## src/rtl/spi_flash_pkg.sv

```systemverilog
// Shared definitions for the SPI flash block path: FSM state encoding and
// default address geometry.
package spi_flash_pkg;

  typedef enum logic [2:0] {
    ST_IDLE   = 3'd0,
    ST_LOOKUP = 3'd1,
    ST_ISSUE  = 3'd2,
    ST_WAIT   = 3'd3,
    ST_DONE   = 3'd4
  } state_t;

  localparam int DEF_ADDR_W     = 24;
  localparam int DEF_BLOCK_BITS = 10;

endpackage

```

## src/rtl/spi_flash_rr_arb.sv

```systemverilog
// Combinational round-robin pick: one-hot grant of the first set request at or
// after ptr, wrapping at NREQ.
module spi_flash_rr_arb #(
  parameter int NREQ  = 2,
  parameter int PTR_W = (NREQ > 1) ? $clog2(NREQ) : 1
) (
  input  logic [NREQ-1:0]  req,
  input  logic [PTR_W-1:0] ptr,
  output logic [NREQ-1:0]  gnt
);

  int unsigned      idx;
  logic [PTR_W-1:0] sel;
  logic             found;

  always_comb begin
    gnt   = '0;
    found = 1'b0;
    idx   = 0;
    sel   = '0;
    for (int unsigned i = 0; i < NREQ; i++) begin
      idx = int'(ptr) + i;
      if (idx >= NREQ) idx = idx - NREQ;
      sel = PTR_W'(idx);
      if (!found && req[sel]) begin
        gnt[sel] = 1'b1;
        found    = 1'b1;
      end
    end
  end

endmodule

```

## src/rtl/spi_flash_block_sched.sv

```systemverilog
// Shares spi_flash_ctrl and its block BRAM between NREQ requesters, with a
// one-entry block tag and a timeout on every SPI block read.
module spi_flash_block_sched
  import spi_flash_pkg::*;
#(
  parameter int NREQ       = 2,
  parameter int ADDR_W     = DEF_ADDR_W,
  parameter int BLOCK_BITS = DEF_BLOCK_BITS,
  parameter int TIMEOUT    = 65535
) (
  input  logic                   i_clk,
  input  logic                   i_rst_n,
  input  logic [NREQ-1:0]        i_req,
  input  logic [NREQ*ADDR_W-1:0] i_req_addr,
  output logic [NREQ-1:0]        o_grant,
  output logic [NREQ-1:0]        o_done,
  output logic [NREQ-1:0]        o_err,
  output logic [ADDR_W-1:0]      o_read_addr,
  output logic                   o_read_stb,
  input  logic                   i_read_done_stb,
  input  logic                   i_invalidate,
  output logic                   o_busy
);

  localparam int PTR_W = (NREQ > 1) ? $clog2(NREQ) : 1;
  localparam int CNT_W = $clog2(TIMEOUT + 1);
  localparam int BLK_W = ADDR_W - BLOCK_BITS;

  state_t            state;
  logic [PTR_W-1:0]  rr_ptr;
  logic [PTR_W-1:0]  owner;
  logic [PTR_W-1:0]  pick_idx;
  logic [NREQ-1:0]   pick;
  logic [BLK_W-1:0]  blk;
  logic [BLK_W-1:0]  pick_blk;
  logic [BLK_W-1:0]  tag;
  logic              tag_valid;
  logic [CNT_W-1:0]  cnt;
  logic              hit;
  logic              unused_addr_bits;

  spi_flash_rr_arb #(
    .NREQ  (NREQ),
    .PTR_W (PTR_W)
  ) u_arb (
    .req (i_req),
    .ptr (rr_ptr),
    .gnt (pick)
  );

  always_comb begin
    pick_idx = '0;
    pick_blk = '0;
    for (int unsigned k = 0; k < NREQ; k++) begin
      if (pick[PTR_W'(k)]) begin
        pick_idx = PTR_W'(k);
        pick_blk = i_req_addr[k*ADDR_W + BLOCK_BITS +: BLK_W];
      end
    end
  end

  // Offset bits within a block never influence the scheduler.
  assign unused_addr_bits = ^i_req_addr;

  // An invalidate in the LOOKUP cycle itself must already force a miss.
  assign hit = tag_valid && !i_invalidate && (tag == blk);

  always_ff @(posedge i_clk or negedge i_rst_n) begin
    if (!i_rst_n) begin
      state       <= ST_IDLE;
      rr_ptr      <= '0;
      owner       <= '0;
      blk         <= '0;
      tag         <= '0;
      tag_valid   <= 1'b0;
      cnt         <= '0;
      o_grant     <= '0;
      o_done      <= '0;
      o_err       <= '0;
      o_read_addr <= '0;
      o_read_stb  <= 1'b0;
      o_busy      <= 1'b0;
    end else begin
      o_read_stb <= 1'b0;
      o_done     <= '0;
      o_err      <= '0;
      case (state)
        ST_IDLE: begin
          if (|i_req) begin
            o_grant <= pick;
            owner   <= pick_idx;
            blk     <= pick_blk;
            o_busy  <= 1'b1;
            state   <= ST_LOOKUP;
          end
        end
        ST_LOOKUP: begin
          if (hit) begin
            o_done <= o_grant;
            state  <= ST_DONE;
          end else begin
            o_read_stb  <= 1'b1;
            o_read_addr <= {blk, {BLOCK_BITS{1'b0}}};
            state       <= ST_ISSUE;
          end
        end
        ST_ISSUE: begin
          tag_valid <= 1'b0;
          cnt       <= '0;
          state     <= ST_WAIT;
        end
        ST_WAIT: begin
          if (i_read_done_stb) begin
            tag       <= blk;
            tag_valid <= 1'b1;
            o_done    <= o_grant;
            state     <= ST_DONE;
          end else if (cnt == CNT_W'(TIMEOUT)) begin
            o_done <= o_grant;
            o_err  <= o_grant;
            state  <= ST_DONE;
          end else begin
            cnt <= cnt + 1'b1;
          end
        end
        ST_DONE: begin
          rr_ptr      <= (owner == PTR_W'(NREQ - 1)) ? '0 : owner + 1'b1;
          o_grant     <= '0;
          o_read_addr <= '0;
          o_busy      <= 1'b0;
          state       <= ST_IDLE;
        end
        default: begin
          o_grant     <= '0;
          o_read_addr <= '0;
          o_busy      <= 1'b0;
          state       <= ST_IDLE;
        end
      endcase
      if (i_invalidate) tag_valid <= 1'b0;
    end
  end

endmodule
```

## config.mk

```make
export PLATFORM = sky130hd
export DESIGN_NAME = spi_flash_block_sched
export DESIGN_NICKNAME = d
export VERILOG_FILES = /design/src/rtl/spi_flash_pkg.sv /design/src/rtl/spi_flash_rr_arb.sv /design/src/rtl/spi_flash_block_sched.sv
export SDC_FILE = /design/constraint.sdc
export NUM_CORES = 1
export LEC_CHECK = 0
export BUFFER_PORTS_ARGS = -buffer_cell sky130_fd_sc_hd__buf_2
export CORE_UTILIZATION = 30
export CTS_CLUSTER_SIZE = 8
export DETAILED_ROUTE_END_ITERATION = 16
export GPL_TIMING_DRIVEN = 0
export PLACE_DENSITY_LB_ADDON = 0.25
export SYNTH_ARGS = -nofsm -noshare
export SYNTH_HDL_FRONTEND = slang
export SYNTH_HIERARCHICAL = 1
export SYNTH_SLANG_ARGS = --single-unit
```

## constraint.sdc

```tcl
create_clock -name i_clk -period 1.65 [get_ports i_clk]
set_input_delay 0.33 -clock i_clk [delete_from_list [all_inputs] [get_ports i_clk]]
set_output_delay 0.33 -clock i_clk [all_outputs]
set_load 0.005 [all_outputs]
```

After elaboration in Yosys (flattened, before gate mapping)
Index checks and enable logic that the tools add are counted.
W data, S select, Z words.
{"block": "totals", "ram_bits": 0, "output_inout_bits": 32, "rom_bits": 0, "n_memories": 0, "latch_bits": 0, "reg_bits": 82, "inputBits": 54, "elab_cells": 101}
{"block": "classes", "add_sub_neg": 5, "magnitude_cmp": 6, "n_reduce_logical": 20, "shift": 0, "eq_ne": 12, "n_div": 0, "n_mux": 42, "bitwise_logic": 3, "n_mul": 0}
{"cell": "$pmux W24 S2", "n": 1}
{"cell": "$mux W16", "n": 2}
{"cell": "$pmux W16 S2", "n": 1}
{"cell": "$mux W14", "n": 2}
{"cell": "$mux W24", "n": 1}
{"cell": "$add A16 B1 Y16 const B", "n": 1}
{"cell": "$eq A16 B16 Y1 const B", "n": 1}
{"cell": "$mux W1", "n": 16}
{"cell": "$mux W2", "n": 8}
{"cell": "$eq A14 B14 Y1", "n": 1}
{"cell": "$mux W3", "n": 4}
{"cell": "$pmux W3 S4", "n": 1}
{"cell": "$reduce_and A2 Y1", "n": 6}
{"cell": "$ne A2 B2 Y1 const B", "n": 4}
{"cell": "$pmux W2 S2", "n": 2}
{"cell": "$eq A3 B2 Y1 const B", "n": 2}
{"cell": "$ne A3 B3 Y1 const B", "n": 2}
{"cell": "$reduce_or A3 Y1", "n": 2}
{"cell": "$logic_and A1 B1 Y1", "n": 5}
{"cell": "$lt A1 B2 Y1 const B", "n": 2}
{"cell": "$pmux W1 S2", "n": 2}
{"cell": "$eq A3 B1 Y1 const B", "n": 1}
{"cell": "$eq A3 B3 Y1 const B", "n": 1}
{"cell": "$logic_not A3 Y1", "n": 1}
{"cell": "14 further kinds", "n": 19}

Longest topological paths before layout
{"block": "logic_depth", "depth_word": 11, "depth_mapped": 7, "mapped_depth_nobuf": 6}

Hierarchy
The synthesis kept the hierarchy.
{"module": "spi_flash_block_sched", "instances": 1, "seq_area_each_um2": 1801.7, "cells_each": 294, "area_per_inst_um2": 3266.9}
{"module": "spi_flash_rr_arb", "instances": 1, "seq_area_each_um2": 0.0, "cells_each": 3, "area_per_inst_um2": 18.8}

Worst setup path before layout
OpenSTA, ideal clock, no wires.
{"block": "synth_path", "path_type": "reg2reg", "from": "register blk[9]", "to": "register state[1]", "n_path_buf": 1, "t_arrival_ps": 1595, "setup_slack_ps": -76, "synth_period_minus_slack_ps": 1726, "setup_time_ps": 131, "t_required_ps": 1519, "path_stages_with_launch": 7, "cell_sequence": "dfrtp_1 xor2_1 nor4_1 nand4_1 and3_1 buf_2 or3_1"}
{"block": "synth_via", "elab_chain_cells": 4}
{"element": "from (decl)", "line": "spi_flash_block_sched.sv:34", "source": "logic [BLK_W-1:0] blk;"}
{"element": "from (signal assigned)", "line": "spi_flash_block_sched.sv:92", "source": "blk <= pick_blk;"}
{"element": "$eq A14 B14 Y1", "line": "spi_flash_block_sched.sv:66", "source": "assign hit = tag_valid && !i_invalidate && (tag == blk);"}
{"element": "$logic_and A1 B1 Y1", "line": "spi_flash_block_sched.sv:66"}
{"element": "$mux W3", "line": "spi_flash_block_sched.sv:98", "source": "if (hit) begin"}
{"element": "$pmux W3 S4", "line": "spi_flash_block_sched.sv:87", "source": "case (state)"}
{"element": "to (signal assigned)", "line": "spi_flash_block_sched.sv:70", "source": "state <= ST_IDLE;"}
{"element": "to (signal assigned)", "line": "spi_flash_block_sched.sv:100", "source": "state <= ST_DONE;"}
{"element": "to (signal assigned)", "line": "spi_flash_block_sched.sv:104", "source": "state <= ST_ISSUE;"}
{"element": "to (decl)", "line": "spi_flash_block_sched.sv:29", "source": "state_t state;"}
No other way between the ends.
A chain may end at the register's enable or synchronous reset.

Worst setup path after layout
{"block": "layout_path", "from": "register blk[9]", "to": "register o_read_addr[15]"}
{"block": "layout_via", "elab_chain_cells": 4}
{"element": "$eq A14 B14 Y1", "line": "spi_flash_block_sched.sv:66"}
{"element": "$logic_and A1 B1 Y1", "line": "spi_flash_block_sched.sv:66"}
{"element": "$ne A2 B2 Y1 (no source line)"}
{"element": "$reduce_and A2 Y1 (no source line)"}
{"element": "to (signal assigned)", "line": "spi_flash_block_sched.sv:103", "source": "o_read_addr <= {blk, {BLOCK_BITS{1'b0}}};"}
{"element": "to (decl)", "line": "spi_flash_block_sched.sv:18", "source": "output logic [ADDR_W-1:0] o_read_addr,"}
No other way between the ends.

==> impl_metrics.env <==
export IMPL_worstHoldStart="i_invalidate"
export IMPL_drv_slew=0
export IMPL_irDropWorstVdd_mv=0.645
export IMPL_routed_via_density=4.82
export IMPL_yosysUniqueCellTypes=37
export IMPL_crit_slowest_cell="dfrtp_1"
export IMPL_ys_ff_latch=72
export IMPL_finalNonFillerCells=542
export IMPL_antenna_found_initial=0
export IMPL_nNetsFinal=456
export IMPL_cts_root_buf="clkbuf_8"
export IMPL_fp_dieW_um=107
export IMPL_synthTopCellsByCount="72 x dfrtp_1, 31 x nor2_1, 18 x a21oi_1, 18 x xor2_1, 15 x mux2_2"
export IMPL_std_cell_rows=37
export IMPL_detail_route_wl_per_cell_um=15.6
export IMPL_cts_made_buffers=9
export IMPL_top_layer_used="met4"
export IMPL_ff_latch_area_sq_mm=0.00181
export IMPL_port_buffers=55
export IMPL_power_mw=7.25
export IMPL_met3RoutedLength_um=370
export IMPL_violations="negative setup slack"
export IMPL_rsz0062_at_grt="true"
export IMPL_synthArstFlopShare_pct=100
export IMPL_synth_top_cell_area_share_pct=54.8
export IMPL_synth_edff_count=0
export IMPL_maxCapViolCount=0
export IMPL_drt_initial_drc_count=106
export IMPL_crit_type="reg -> reg"
export IMPL_grt_pass1_vias=2431
export IMPL_min_path_cells=2
export IMPL_overflow=0
export IMPL_die_area_sq_mm=0.0114
export IMPL_syn_area_per_cell_sq_um=11.1
export IMPL_io_pins=86
export IMPL_power_density_mw_per_mm2=1620
export IMPL_syn_area_sq_mm=0.00329
export IMPL_required_ps=1900
export IMPL_drive_above_1_share_pct=41.6
export IMPL_finalHoldViolations=0
export IMPL_cts_tree="yes"
export IMPL_reg2regPathDepth=7
export IMPL_ant_nets=0
export IMPL_r2r_start="blk[9]"
export IMPL_synth_top_area_cell="dfrtp_1"
export IMPL_max_freq_ghz=0.525
export IMPL_remaining_drc_errors=0
export IMPL_htree_num_levels=3
export IMPL_crit_fanout=5
export IMPL_finalCritPeriodShare_pct=115
export IMPL_cp_cell_sequence="xor2_1 > nor4_1 > nand4_1 > and3_1 > buf_6 > buf_8 > a22o_1"
export IMPL_multi_input_area_sq_mm=0.00153
export IMPL_synth_most_common_cell="dfrtp_1"
export IMPL_fillers=1049
export IMPL_place_inst=498
export IMPL_skew_ps=18.0
export IMPL_finalCriticalPeriod_ps=1910
export IMPL_num_vias=2613
export IMPL_wl_met1_um=3910
export IMPL_clock_sinks=72
export IMPL_final_area_sq_mm=0.00447
export IMPL_placed_area_sq_mm=0.00381
export IMPL_dpl_hpwl_um=5200
export IMPL_cts_buffer_depth=2
export IMPL_end_kind="flip-flop"
export IMPL_synth_ff_type="dfrtp_1"
export IMPL_hold_path_class="in -> reg"
export IMPL_p_leak_nw=2.11
export IMPL_setup_viol_count_final=26
export IMPL_fin_ws_ps=-256
export IMPL_min_to="tag_valid"
export IMPL_fin_util_pct=42.7
export IMPL_yosysWarnings=6
export IMPL_worst_path_buf_inv=2
export IMPL_routed_wl_um=8460
export IMPL_synth_cells=297
export IMPL_ys_seq_area_share_pct=54.8
export IMPL_start_util_pct=31.4
export IMPL_wl_met2_um=4090
export IMPL_grt_pass1_wl_um=13000
export IMPL_area_growth_pct=35.9
export IMPL_yosys_top_cells_area="dfrtp_1 55%, mux2_2 5.1%, xor2_1 4.8%, a22o_1 3.7%, nor2_1 3.5%"
export IMPL_routabilityCongestion=0.744
export IMPL_clk_pin_slew_ps=90
export IMPL_rrSetupSlack_ps=-260
export IMPL_drtPass1Iterations=5
export IMPL_tns_ps=-3710
export IMPL_clk_latency_ps=350
export IMPL_grt_max_degree=58
export IMPL_die_h_um=107
export IMPL_holdWs_ps=187
export IMPL_cp_data_arrival_time_ps=2160
export IMPL_core_sq_mm=0.0105
export IMPL_track_usage_pct=14.8
export IMPL_crit_path_max_incr_delay_ps=410
export IMPL_dp_slack_ps=-531
export IMPL_critPathLaunchType="flip-flop"
export IMPL_antenna_cells=0
export IMPL_outcome="finished, violations left"
export IMPL_reg2reg_to="o_read_addr[15]"
export IMPL_path_delay_family="simple AND/OR/NAND/NOR gates"
## cell families after synthesis
group | synth area share (%)
adders and majority gates | 0.381
other | 0.114
AOI/OAI and AO/OA | 12.6
xor gates and xnor gates | 6.40
muxes | 6.05
buffers and inverters | 4.95
DFF | 54.8
and+or+nand+nor | 14.7
## layout make-up
| type | instances | share of cell area (%) |
|---|---|---|
| clock inverter | 6 | 1.12 |
| buffer | 23 | 4.29 |
| sequential | 72 | 40.4 |
| timing repair buffer | 86 | 12.7 |
| inverter | 3 | 0.252 |
| multi-input combinational | 206 | 34.3 |
| clock buffer | 10 | 3.08 |
| tap | 136 | 3.81 |
## worst reg2reg max path, stage by stage (launching register included)
cell,delay [ps]
dfrtp_1,410
xor2_1,150
nor4_1,320
nand4_1,210
and3_1,210
buf_6,140
buf_8,140
a22o_1,230
## per-layer routing
layer  up-vias  track usage [%]
li1       1257                -
met1      1254             20.2
met2        92             23.8
met3        10             3.65
met4         0             3.23
met5         -                0
## layout by cell type, fill, tap and decap left out, drive strengths merged, types with 2 or more instances in the layout
| master | count |
|---|---|
| buf | 102 |
| dfrtp | 72 |
| nor2 | 31 |
| xor2 | 18 |
| a21oi | 18 |
| clkbuf | 16 |
| mux2 | 15 |
| a22o | 14 |
| a22oi | 13 |
| nand2 | 10 |
| conb | 10 |
| nand4 | 9 |
| nand3 | 9 |
| nor3 | 8 |
| and3 | 7 |
| o21ai | 7 |
| xnor2 | 6 |
| nor4 | 6 |
| inv | 6 |
| or3 | 3 |
| mux2i | 3 |
| o31ai | 3 |
| o211ai | 2 |
| clkinvlp | 2 |
| a21boi | 2 |
| nand2b | 2 |
| nor2b | 2 |
| and4 | 2 |
## registers in the layout (all words and copies together), names as in the netlist
signal / flops
blk: 14
tag_valid: 1
o_busy: 1
cnt: 16
state: 3
o_read_addr: 14
o_read_stb: 1
tag: 14
o_grant: 2
o_err: 2
owner: 1
rr_ptr: 1
o_done: 2
## repair_timing
item                       4_1_cts  5_1_grt
setup endpoints to repair       62       58
buffers inserted                 9       20
cloned                           1        0
gates resized for setup         36       32
hold endpoints to repair        15        0
pin swaps                       24       24
hold buffers                     1        0
## power by group
part | internal (mW) | total (mW) | leakage (nW) | switching (mW)
sequential | 2.41 | 2.93 | 0.902 | 0.520
combinational | 1.56 | 2.97 | 1.12 | 1.41
clock | 0.605 | 1.35 | 0.0899 | 0.743
## how the worst max path moves through the flow
stage          startpoint               to  slack (ps)  cells past startpoint
6_report           blk[9]  o_read_addr[15]        -260                      7
5_1_grt            tag[9]  o_read_addr[18]        -330                      7
4_1_cts            blk[5]  o_read_addr[18]        -380                      7
3_5_place_dp      blk[12]  o_read_addr[15]        -530                      6
3_3_place_gp       blk[9]  o_read_addr[15]        -490                      6
2_1_floorplan     blk[13]  o_read_addr[11]         -20                      7
No activity file was read; power rests on OpenSTA's default activity.
